File: config.mk
export PLATFORM = sky130hd
export DESIGN_NAME = lsu_ctrl
export DESIGN_NICKNAME = d
export VERILOG_FILES = /design/src/rtl/lsu_ctrl_pkg.sv /design/src/rtl/lsu_lane.sv /design/src/rtl/lsu_ctrl.sv
export SDC_FILE = /design/constraint.sdc
export NUM_CORES = 1
export LEC_CHECK = 0
export CORE_MARGIN = 2
export CORE_UTILIZATION = 45
export CTS_CLUSTER_SIZE = 40
export DETAILED_ROUTE_END_ITERATION = 10
export PLACE_DENSITY_LB_ADDON = 0.25
export SYNTH_ARGS = -nofsm -noshare
export SYNTH_HDL_FRONTEND = slang
export SYNTH_HIERARCHICAL = 1
export SYNTH_SLANG_ARGS = --single-unit
File: constraint.sdc
create_clock -name clk -period 5.1 [get_ports clk]
set_input_delay 1.53 -clock clk [delete_from_list [all_inputs] [get_ports clk]]
set_output_delay 1.53 -clock clk [all_outputs]
set_load 0.02 [all_outputs]
File: src/rtl/lsu_ctrl_pkg.sv
// lsu_ctrl_pkg: access-size codes, LSU FSM states and lane helpers shared by
// lsu_ctrl and lsu_lane.
package lsu_ctrl_pkg;

  typedef enum logic [1:0] {
    SZ_B = 2'b00,
    SZ_H = 2'b01,
    SZ_W = 2'b10,
    SZ_R = 2'b11
  } size_e;

  typedef enum logic [2:0] {
    IDLE,
    LOAD,
    RMW_RD,
    WRITE,
    RESP
  } state_e;

  function automatic logic [4:0] lane_shift(input logic [1:0] lo);
    return {lo, 3'b000};
  endfunction

endpackage

File: src/rtl/lsu_lane.sv
// lsu_lane: combinational byte/half lane logic; extracts and extends load data
// and merges sub-word store data into the word read from RAM.
module lsu_lane
  import lsu_ctrl_pkg::*;
(
  input  size_e       size,
  input  logic        sgn,
  input  logic [1:0]  lo,
  input  logic [31:0] rd_word,
  input  logic [15:0] wdata,
  output logic [31:0] load_data,
  output logic [31:0] store_word
);

  logic [15:0] shifted;
  logic [31:0] mask;
  logic [31:0] ins;

  always_comb begin
    shifted   = 16'(rd_word >> lane_shift(lo));
    mask      = '0;
    ins       = '0;
    load_data = rd_word;
    unique case (size)
      SZ_B: begin
        load_data = {{24{sgn & shifted[7]}}, shifted[7:0]};
        mask      = 32'h0000_00FF;
        ins       = {24'b0, wdata[7:0]};
      end
      SZ_H: begin
        load_data = {{16{sgn & shifted[15]}}, shifted};
        mask      = 32'h0000_FFFF;
        ins       = {16'b0, wdata};
      end
      default: ;
    endcase
    store_word = (rd_word & ~(mask << lane_shift(lo))) | (ins << lane_shift(lo));
  end

endmodule

File: src/rtl/lsu_ctrl.sv
// lsu_ctrl: valid/ready load/store unit driving a word-wide single-port data RAM.
// Define LSU_ERR_EN to enable misalignment / range / reserved-size error responses.
module lsu_ctrl
  import lsu_ctrl_pkg::*;
#(
  parameter int unsigned MEM_WORDS = 64
) (
  input  logic        clk,
  input  logic        reset,
  input  logic        req_valid,
  output logic        req_ready,
  input  logic        req_we,
  input  logic [1:0]  req_size,
  input  logic        req_signed,
  input  logic [31:0] req_addr,
  input  logic [31:0] req_wdata,
  output logic        rsp_valid,
  input  logic        rsp_ready,
  output logic [31:0] rsp_rdata,
  output logic        rsp_err,
  output logic        mem_we,
  output logic [31:0] mem_a,
  output logic [31:0] mem_wd,
  input  logic [31:0] mem_rd
);

  state_e      state_q, state_d;
  logic        req_ready_q, req_ready_d;
  logic        rsp_valid_q, rsp_valid_d;
  logic [31:0] rsp_rdata_q, rsp_rdata_d;
  logic        rsp_err_q, rsp_err_d;
  logic        mem_we_q, mem_we_d;
  logic [31:0] mem_a_q, mem_a_d;
  logic [31:0] mem_wd_q, mem_wd_d;
  size_e       size_q, size_d, size_n;
  logic        sgn_q, sgn_d;
  logic [1:0]  lo_q, lo_d, lo_n;
  logic [15:0] wdata_q, wdata_d;
  logic        acc_err;
  logic [31:0] load_data, store_word;

`ifdef LSU_ERR_EN
  localparam logic [31:0] ADDR_LIMIT = 32'(MEM_WORDS * 4);

  always_comb begin
    size_n  = size_e'(req_size);
    lo_n    = req_addr[1:0];
    acc_err = (size_n == SZ_H && req_addr[0]) ||
              (size_n == SZ_W && req_addr[1:0] != 2'b00) ||
              (size_n == SZ_R) ||
              (req_addr >= ADDR_LIMIT);
  end
`else
  logic [31:0] unused_mem_words;
  assign unused_mem_words = 32'(MEM_WORDS);

  // Unchecked build: force natural alignment and treat the reserved size as a word.
  always_comb begin
    size_n  = (req_size == 2'b11) ? SZ_W : size_e'(req_size);
    acc_err = 1'b0;
    unique case (size_n)
      SZ_B:    lo_n = req_addr[1:0];
      SZ_H:    lo_n = {req_addr[1], 1'b0};
      default: lo_n = 2'b00;
    endcase
  end
`endif

  lsu_lane u_lane (
    .size       (size_q),
    .sgn        (sgn_q),
    .lo         (lo_q),
    .rd_word    (mem_rd),
    .wdata      (wdata_q),
    .load_data  (load_data),
    .store_word (store_word)
  );

  always_comb begin
    state_d     = state_q;
    req_ready_d = req_ready_q;
    rsp_valid_d = rsp_valid_q;
    rsp_rdata_d = rsp_rdata_q;
    rsp_err_d   = rsp_err_q;
    mem_we_d    = 1'b0;
    mem_a_d     = mem_a_q;
    mem_wd_d    = mem_wd_q;
    size_d      = size_q;
    sgn_d       = sgn_q;
    lo_d        = lo_q;
    wdata_d     = wdata_q;
    unique case (state_q)
      IDLE: begin
        req_ready_d = 1'b1;
        if (req_valid && req_ready_q) begin
          req_ready_d = 1'b0;
          size_d      = size_n;
          sgn_d       = req_signed;
          lo_d        = lo_n;
          wdata_d     = req_wdata[15:0];
          if (acc_err) begin
            state_d     = RESP;
            rsp_valid_d = 1'b1;
            rsp_err_d   = 1'b1;
            rsp_rdata_d = '0;
          end else if (!req_we) begin
            state_d = LOAD;
            mem_a_d = {req_addr[31:2], 2'b00};
          end else if (size_n == SZ_W) begin
            state_d  = WRITE;
            mem_we_d = 1'b1;
            mem_a_d  = {req_addr[31:2], 2'b00};
            mem_wd_d = req_wdata;
          end else begin
            state_d = RMW_RD;
            mem_a_d = {req_addr[31:2], 2'b00};
          end
        end
      end
      LOAD: begin
        state_d     = RESP;
        rsp_valid_d = 1'b1;
        rsp_err_d   = 1'b0;
        rsp_rdata_d = load_data;
        mem_a_d     = '0;
      end
      RMW_RD: begin
        state_d  = WRITE;
        mem_we_d = 1'b1;
        mem_wd_d = store_word;
      end
      WRITE: begin
        state_d     = RESP;
        rsp_valid_d = 1'b1;
        rsp_err_d   = 1'b0;
        rsp_rdata_d = '0;
        mem_a_d     = '0;
        mem_wd_d    = '0;
      end
      RESP: begin
        if (rsp_ready) begin
          state_d     = IDLE;
          req_ready_d = 1'b1;
          rsp_valid_d = 1'b0;
          rsp_rdata_d = '0;
          rsp_err_d   = 1'b0;
        end
      end
      default: state_d = IDLE;
    endcase
  end

  always_ff @(posedge clk or posedge reset) begin
    if (reset) begin
      state_q     <= IDLE;
      req_ready_q <= 1'b0;
      rsp_valid_q <= 1'b0;
      rsp_rdata_q <= '0;
      rsp_err_q   <= 1'b0;
      mem_we_q    <= 1'b0;
      mem_a_q     <= '0;
      mem_wd_q    <= '0;
      size_q      <= SZ_B;
      sgn_q       <= 1'b0;
      lo_q        <= '0;
      wdata_q     <= '0;
    end else begin
      state_q     <= state_d;
      req_ready_q <= req_ready_d;
      rsp_valid_q <= rsp_valid_d;
      rsp_rdata_q <= rsp_rdata_d;
      rsp_err_q   <= rsp_err_d;
      mem_we_q    <= mem_we_d;
      mem_a_q     <= mem_a_d;
      mem_wd_q    <= mem_wd_d;
      size_q      <= size_d;
      sgn_q       <= sgn_d;
      lo_q        <= lo_d;
      wdata_q     <= wdata_d;
    end
  end

  assign req_ready = req_ready_q;
  assign rsp_valid = rsp_valid_q;
  assign rsp_rdata = rsp_rdata_q;
  assign rsp_err   = rsp_err_q;
  assign mem_we    = mem_we_q;
  assign mem_a     = mem_a_q;
  assign mem_wd    = mem_wd_q;

endmodule

# Word level (Yosys, flattened, before mapping)
# Index checks and enable logic that the tools add are counted.
# word_totals
register_bits	124
inputBits	104
wordCells	77
# classes
shift	3
bitwise	5
eq_ne	12
n_mux	28
n_reduce_logical	17
# ops
op	count
32-bit one-hot mux with 3 select lines	2
32-bit two-way mux	5
32-bit one-hot mux with 2 select lines	2
16-bit one-hot mux with 2 select lines	2
16-bit by 5-bit << shifter with 32-bit output	2
32-bit AND	1
32-bit NOT	1
32-bit bitwise OR	1
32-bit by 5-bit >> shifter with 16-bit output	1
3-bit one-hot mux with 4 select lines	1
2-bit AND reduction	6
2-bit inequality test, second input constant	4
1-bit one-hot mux with 2 select lines	4
1-bit two-way mux	7
3-bit by 2-bit equality test with 1-bit output, second input constant	2
3-bit two-way mux	2
2-bit nonzero test	3
3-bit nonzero test	2
2-bit by 1-bit equality test with 1-bit output, second input constant	2
2-bit equality test, second input constant	2
2-bit logical NOT	2
2-bit two-way mux	2
2-bit one-hot mux with 2 select lines	1
4-bit AND reduction	1
6 further kinds	7

# Logic depth before layout (Yosys ltp)
# Gate-level depths: netlist of run 1.
# logic_depth
word_depth	7
mapped_depth	8
ltp_nobuf	5

# Modules after synthesis
# Netlist of run 1, hierarchy kept.
# by_module_without_submodules
module	area_per_inst_um2	instances	cells_per_inst
lsu_ctrl	5393.9	1	446
lsu_lane	1406.3	1	199

# Worst setup path after synthesis of run 1
# No wires, ideal clock.
# synth_timing
path_kind	in2reg
startpoint	input port mem_rd[23]
endpoint	register rsp_rdata_q[22] (netlist: rsp_rdata[22])
cell_stages	6
t_arrival_ns	2.735
path_buffers	1
setup_slack_ns	2.247
path_cell_list	mux2_2 > a221oi_4 > buf_6 > o31ai_1 > nor4bb_1 > a21o_1
# synth_via
elab_chain_cells	4
word_cells_on_any_way	5
cone_classes	shift (1); mux (2); bitwise (2)
# synth_lines
item	line_no	source
start, declared	lsu_ctrl.sv:24	input logic [31:0] mem_rd
32-bit by 5-bit >> shifter with 16-bit output (*)	lsu_lane.sv:20	shifted = 16'(rd_word >> lane_shift(lo));
1-bit AND, on equally long branches	lsu_lane.sv:31, lsu_lane.sv:26	
32-bit one-hot mux with 2 select lines (*)	lsu_lane.sv:24	unique case (size)
net load_data[22]	lsu_ctrl.sv:40	logic [31:0] load_data, store_word;
32-bit one-hot mux with 3 select lines (*)	lsu_ctrl.sv:92	unique case (state_q)
end signal, assigned	lsu_ctrl.sv:171	rsp_rdata_q <= rsp_rdata_d;
end, declared	lsu_ctrl.sv:30	logic [31:0] rsp_rdata_q, rsp_rdata_d;
# Mark *: on every way through the listed nets, which the timed path passes. The rest lies on a longest branch.
# A chain may end at the register's enable or synchronous reset.

# Final worst setup path of run 1
# layout_timing
startpoint	input port req_size[1]
endpoint	register mem_wd_q[8] (netlist: mem_wd[8])
# layout_via
elab_chain_cells	5
# layout_lines
item	line_no	source
start, declared	lsu_ctrl.sv:13	input logic [1:0] req_size,
2-bit equality test	lsu_ctrl.sv:59	size_n = (req_size == 2'b11) ? SZ_W : size_e'(req_size);
2-bit two-way mux (*)	lsu_ctrl.sv:59	
2-bit equality test (*)	lsu_ctrl.sv:109	end else if (size_n == SZ_W) begin
2-bit inequality test (no source line) (*)	-	
4-bit AND reduction (no source line) (*)	-	
end signal, assigned	lsu_ctrl.sv:175	mem_wd_q <= mem_wd_d;
end, declared	lsu_ctrl.sv:34	logic [31:0] mem_wd_q, mem_wd_d;
# Mark *: on every way between the ends. The rest lies on a longest branch, timed or not.

==> flow_summary_export.csv, run 1 <==
group,metric,value,unit
synth,ys_warn_count,6,
floorplan,chipWidth,127,um
timing,final_hold_viol_count,0,
hold_path,number_of_cells_on_the_worst_hold_path,1,
pwr,total_power,0.00668,W
pwr,maximum_ir_drop_on_the_vdd_rail,363,uV
global_route,overflow,0,
clock_network,clk_transition_reported_paths,50,ps
clock_network,post-cts-setup-buffer-count,0,
pwr,power.share.switching,41.4,%
synth,syn_inst,645,
floorplan,io_pins,204,
clock_network,tritoncts,"built",
finish,fin_util,64.0,%
floorplan,chipHeight,127,um
clock_network,hold_buffers,0,
run_status,run_status,"finished clean",
pwr,power.share.clock,17.7,%
clock_network,clock-root-buffer,"clkbuf_16",
timing,fin_skew,8.96,ps
synth,flop_and_latch_count_out_of_synthesis,121,
finish,layout.nets,911,
pwr,power.combinational.fraction,55.2,%
timing,setup-violations-final,0,
critical_path,path_max_fanout,33,
critical_path,reg2reg_to,"rsp_rdata[21]",
hold_path,worst_hold_path_endpoint,"rsp_rdata[18]",
timing,final_worst_path_cycle_share,66.7,%
clock_network,postCtsResizedCells,0,
clock_network,htree_num_levels,4,
timing,timing.final.max_slew_violations,0,
global_route,antenna_found_initial,0,
critical_path,timing.reg2reg.worst_path_depth,6,
floorplan,placeableCoreArea,0.0146,mm2
critical_path,rr_startpoint,"lo_q[0]",
critical_path,critPathBufInv,1,
placement,place.port_buffers,200,
drt,via_per_inst,6.17,
global_route,grt_start_max_net_pins,71,
global_route,globalRouteTotalUtil,27.7,%
clock_network,tritoncts.num_buffers,17,
hold_path,worst_hold_path_type,"register to register",
timing,final.setup.tns,0,ps
pwr,internal-power,0.00391,W
floorplan,placement_rows,44,
drt,first_pass_iteration_count_of_the_detailed_router,5,
floorplan,die_area,0.0161,mm2
synth,synth_sequential_area_ratio,44.5,%
synth,post_synth_num_cell_types,48,
finish,layout.filler_cells,1170,
finish,antenna-diode-count,0,
hold_path,min-delay-start,"rsp_rdata[18]",
clock_network,clock_sink_count,121,
synth,synth_flop_cell,"dfrtp_1",
critical_path,regToRegSetupSlack,2300,ps
drt,routed_wire_length_per_instance,21.9,um
clock_network,worst_skew_pair.late_latency,420,ps
synth,synth-edff-count,0,
floorplan,start_util,46.4,%
critical_path,critPathKind,"input pin to register",
critical_path,crit_path_start_kind,"input pin",
drt,post-route-drc-count,0,
critical_path,worst_path_largest_cell_delay,1080,ps
synth,syn_area_per_cell,10.5,um2
finish,post_route_cells_drive_above_1_share,12.0,%
critical_path,crit_family,"simple AND/OR/NAND/NOR gates",
pwr,p_per_area,713,mW/mm2
drt,drtAntennaViolNets,0,
timing,final_period_minus_worst_setup_slack,3400,ps
critical_path,timing.critical_path.slowest_stage_cell,"and4_1",
clock_network,cts-root-to-sink-buffers,2,
critical_path,setup.worst_path.end_class,"register",
critical_path,critPathArrivalTime,3720,ps
global_route,vias_in_the_first_global_route,6344,
pwr,leakagePower,4.05,nW
global_route,grt_first_pass_wirelength,34900,um
drt,vias,6199,
synth,postSynth.asyncResetShare,100,%
finish,flow.area_growth_from_synthesis,37.8,%
drt,routed_wirelength,21900,um
drt,dr.first_iter.drc_count,470,
timing,fmax,294,MHz
flow_run,drv.max_cap_violation_count,0,
synth,mappedNetlistArea,0.00680,mm2
pwr,power_frac_seq,27.1,%
placement,gp_congestion,0.878,
critical_path,cell_by_cell_listing_of_the_critical_path,"clkdlybuf4s50_1 -> and4_1 -> a31oi_1 -> a22oi_1",
timing,tightestPinTransition,1260,ps
critical_path,cp.required,5420,ps
pwr,p_sw,0.00276,W
timing,grt_setup_unrepaired,"no",
placement,post-dp-hpwl,15300,um
timing,timing.max_slew.rel_slack,16.0,%
routing by layer:
metal  global-route usage, %  vias to the layer above  wire, um
met2                    43.1                      262     10400
met3                    7.30                       45      1470
met4                    10.4                        0       569
met1                    37.2                     3125      9550
li1                        -                     2767         -
met5                       0                        -         0
cell usage after synthesis, types with 4 or more instances:
cell type / n / share of area [%]
a21o_1: 38 / 4.2
a21oi_1: 10 / 0.74
a221oi_1: 4 / 0.52
a22o_1: 52 / 6.7
a22oi_1: 43 / 4.7
a31oi_1: 34 / 3.1
buf_1: 5 / 0.28
buf_2: 24 / 1.8
buf_4: 4 / 0.44
buf_6: 6 / 0.99
clkbuf_1: 30 / 1.7
dfrtp_1: 121 / 45
inv_1: 4 / 0.22
mux2_2: 22 / 3.6
mux2_4: 19 / 4.2
nand2_1: 36 / 2.0
nand2b_1: 35 / 3.2
nand3b_1: 8 / 0.88
nor2_1: 12 / 0.66
nor2b_1: 6 / 0.55
nor4bb_1: 32 / 4.7
o21ai_0: 39 / 2.9
o31ai_1: 21 / 2.3
area by class of cell:
type | instances | area [um2] | area share [%]
multi-input cells | 449 | 3410 | 36.4
flip-flops and latches | 121 | 3030 | 32.3
repair buffers | 213 | 2100 | 22.4
clock buffers | 21 | 460 | 4.91
well taps | 184 | 230 | 2.46
clock inverters | 11 | 121 | 1.30
inverters | 5 | 21.3 | 0.227
per-stage QoR:
step | instances | hold slack [ps] | worst slack (ps) | instance area, um2
after global routing | 1004 | 491 | 1600 | 9370
after global placement | 972 | 464 | 1410 | 8790
after CTS | 1004 | 479 | 1760 | 9370
after floorplan | 647 | 476 | 356 | 6810
final | 1004 | 471 | 1700 | 9370
after detailed placement | 972 | 467 | 1300 | 8790
worst max path at each step:
stage                            from  slack (ps)    endpoint  depth (start not counted)
after detailed placement  req_size[1]        1300  mem_wd[17]                          4
after global placement    req_size[1]        1410  mem_wd[22]                          4
after CTS                 req_size[1]        1760   mem_wd[8]                          4
final                     req_size[1]        1700   mem_wd[8]                          4
after floorplan                 reset         360     lo_q[0]                          1
after global routing      req_size[1]        1600   mem_wd[3]                          4
power groups by stage:
| stage | clock network [W] | logic [W] | registers [W] |
|---|---|---|---|
| global placement | 0 | 0.00359 | 0.00179 |
| CTS | 0.00120 | 0.00368 | 0.00181 |
| global route | 0.00125 | 0.00395 | 0.00186 |
| detailed placement | 0 | 0.00366 | 0.00181 |
| finish | 0.00118 | 0.00369 | 0.00181 |
| floorplan | 0 | 0.00200 | 0.00216 |
cells by family (layout without fill, tap and decap cells):
kind of cell	Yosys count	in the layout	share of synthesized area (%)
compound gates	253	253	27.0
simple gates	148	148	14.2
flops	121	121	44.5
buf+inv	77	250	5.63
mux	45	45	8.61
other cells	1	3	0.0551
flip-flops by register name (all words and copies together), names as in the netlist:
| signal | flops |
|---|---|
| size_q | 2 |
| mem_a | 30 |
| state_q | 3 |
| rsp_valid | 1 |
| mem_we | 1 |
| mem_wd | 32 |
| rsp_rdata | 32 |
| req_ready | 1 |
| lo_q | 2 |
| wdata_q | 16 |
| sgn_q | 1 |
cell usage in the layout (no fill, tap or decap), types with 17 or more instances in the layout:
master             n
clkdlybuf4s50_1  200
dfrtp_1          121
a22o_1            52
a22oi_1           43
o21ai_0           39
a21o_1            38
nand2_1           36
nand2b_1          35
a31oi_1           34
nor4bb_1          32
mux2_2            22
o31ai_1           21
mux2_4            19
clkbuf_16         17
(Power assumes the default switching activity.)
==> run 2: changes to the inputs <==
==> constraint.sdc (replaced) <==
create_clock -name clk -period 3.5 [get_ports clk]
set_input_delay 1.05 -clock clk [delete_from_list [all_inputs] [get_ports clk]]
set_output_delay 1.05 -clock clk [all_outputs]
set_load 0.02 [all_outputs]
==> run 2 against run 1 <==
Clock skew down 3.4 ps. First-iteration DRC count rose by 15%. Critical path depth rose by 2. Largest power group unchanged. Worst hold slack gained 7.7 ps. Combinational power rose by 46%. Power rose by 51%. Clock-buffer cell count shrank 3. Register-to-register slack lost 1500 ps. Wire length is 1.6% higher. Critical endpoint is now rsp_rdata[18]. Non-clock buffer count rose by 9. Critical path type unchanged. Largest cell class unchanged. Die area is the same.
==> flow_summary_export.csv, run 2 (synthesis results as in run 1) <==
group,metric,value,unit
pwr,p_per_area,1050,mW/mm2
timing,final.setup.tns,0,ps
global_route,grt_start_max_net_pins,122,
floorplan,die_area,0.0161,mm2
drt,routed_wirelength,22300,um
hold_path,worst_hold_path_type,"register to register",
timing,final_period_minus_worst_setup_slack,2770,ps
pwr,power.share.switching,40.7,%
timing,setup-violations-final,0,
global_route,vias_in_the_first_global_route,6291,
finish,flow.area_growth_from_synthesis,40.5,%
clock_network,hold_buffers,0,
clock_network,clk_transition_reported_paths,60,ps
critical_path,critPathArrivalTime,3090,ps
finish,layout.nets,920,
critical_path,timing_endpoint_of_the_critical_path,"rsp_rdata[18]",
drt,dr.first_iter.drc_count,539,
critical_path,startpoint,"mem_rd[15]",
pwr,power_frac_seq,27.0,%
global_route,grt_first_pass_wirelength,35500,um
critical_path,rr_startpoint,"lo_q[0]",
global_route,groute.layer.met3.usage,7.93,%
global_route,overflow,0,
pwr,power.share.clock,19.4,%
pwr,maximum_ir_drop_on_the_vdd_rail,553,uV
finish,post_route_cells_drive_above_1_share,13.1,%
finish,layout_common_cells,"clkdlybuf4s50_1 (200), dfrtp_1 (121), a22o_1 (52), a22oi_1 (43), o21ai_0 (39)",
critical_path,timing.critical_path.slowest_stage_cell,"a221oi_4",
clock_network,clock_sink_count,121,
critical_path,crit_path_start_kind,"input pin",
clock_network,postCtsResizedCells,0,
critical_path,regToRegSetupSlack,770,ps
finish,antenna-diode-count,0,
floorplan,placeableCoreArea,0.0146,mm2
clock_network,cts-root-to-sink-buffers,2,
run_status,run_status,"finished clean",
global_route,antenna_found_initial,0,
timing,tightestPinTransition,1090,ps
placement,place.port_buffers,200,
timing,finalHoldWorstSlack,479,ps
timing,grt_setup_unrepaired,"no",
placement,gp_congestion,0.872,
timing,timing.max_slew.rel_slack,27.3,%
clock_network,worst_skew_pair.late_latency,420,ps
global_route,gr-usage-met1,38.1,%
drt,first_pass_iteration_count_of_the_detailed_router,5,
timing,fin_skew,5.53,ps
floorplan,start_util,46.4,%
pwr,leakagePower,4.14,nW
critical_path,setup.worst_path.end_class,"register",
critical_path,cp.required,3810,ps
pwr,internal-power,0.00597,W
global_route,globalRouteTotalUtil,28.1,%
flow_run,drv.max_cap_violation_count,0,
clock_network,htree_num_levels,4,
critical_path,worst_path_largest_cell_delay,690,ps
timing,final_hold_viol_count,0,
critical_path,path_max_fanout,16,
clock_network,post-cts-setup-buffer-count,0,
critical_path,timing.reg2reg.worst_path_depth,6,
drt,routed_wire_length_per_instance,22.0,um
clock_network,tritoncts.num_buffers,17,
pwr,p_sw,0.00411,W
floorplan,chipWidth,127,um
finish,layout.filler_cells,1143,
placement,post-dp-hpwl,15400,um
clock_network,clock-root-buffer,"clkbuf_16",
floorplan,placement_rows,44,
clock_network,tritoncts,"built",
global_route,globalRouteMet2Util,43.8,%
floorplan,chipHeight,127,um
drt,drtAntennaViolNets,0,
critical_path,critPathKind,"input pin to register",
critical_path,reg2reg_to,"rsp_rdata[18]",
drt,via_per_inst,6.11,
drt,post-route-drc-count,0,
pwr,total_power,0.0101,W
finish,most_frequent_standard_cell_in_the_layout_excluding_fill_and_tap_cells,"clkdlybuf4s50_1",
critical_path,cell_by_cell_listing_of_the_critical_path,"clkdlybuf4s50_1 -> mux2_2 -> a221oi_4 -> o31ai_1 -> nor4bb_1 -> a21o_1",
global_route,busiest_layer,"met2",
pwr,power.combinational.fraction,53.6,%
timing,fmax,360,MHz
timing,final_worst_path_cycle_share,79.3,%
floorplan,io_pins,204,
drt,vias,6188,
timing,timing.final.max_slew_violations,0,
==> run 2: per-layer routing <==
metal / wire [um] / up-vias / part of all wire (%)
met4: 571 / 0 / 2.6
met3: 1640 / 39 / 7.4
li1: - / 2801 / -
met5: 0 / - / 0
met2: 10500 / 296 / 47
met1: 9580 / 3052 / 43
==> run 2: worst max-delay path, delay by kind of cell <==
kind | cells | cell delay (ps)
buffers and inverters | 1 | 520
AO/OA/AOI/OAI | 3 | 990
multiplexers | 1 | 350
AND/OR/NAND/NOR | 1 | 170
==> run 2: metrics by stage <==
stage / instance area (um2) / utilization [%] / instances / setup WS, ps
detailed placement: 8890 / 60.7 / 981 / 332
global placement: 8890 / 60.7 / 981 / 387
CTS: 9560 / 65.3 / 1013 / 751
floorplan: 6810 / - / 647 / 967
finish: 9560 / 65.3 / 1013 / 725
global route: 9560 / 65.3 / 1013 / 568
==> run 2: final cells by class <==
cell class / count / area (um2) / area share (%)
flip-flops and latches: 121 / 3030 / 31.7
repair buffers: 222 / 2200 / 23.1
clock buffers: 18 / 439 / 4.60
clock inverters: 14 / 221 / 2.32
inverters: 5 / 22.5 / 0.236
well taps: 184 / 230 / 2.41
multi-input cells: 449 / 3410 / 35.7
==> run 2: power groups by stage <==
stage,Clock [W],Sequential (W),Combinational (W)
after floorplan,0,0.00315,0.00291
after global placement,0,0.00269,0.00526
after detailed placement,0,0.00270,0.00537
after CTS,0.00197,0.00271,0.00541
after global routing,0.00204,0.00280,0.00581
final,0.00196,0.00272,0.00540
==> run 2: how the worst min path moves through the flow <==
stage / from / to / slack [ps] / cells past startpoint
global route: rsp_rdata[4] / rsp_rdata[4] / 490 / 1
detailed placement: rsp_rdata[4] / rsp_rdata[4] / 470 / 1
finish: rsp_rdata[4] / rsp_rdata[4] / 480 / 1
floorplan: size_q[0] / size_q[0] / 480 / 1
CTS: rsp_rdata[4] / rsp_rdata[4] / 480 / 1
global placement: rsp_rdata[7] / rsp_rdata[7] / 460 / 1
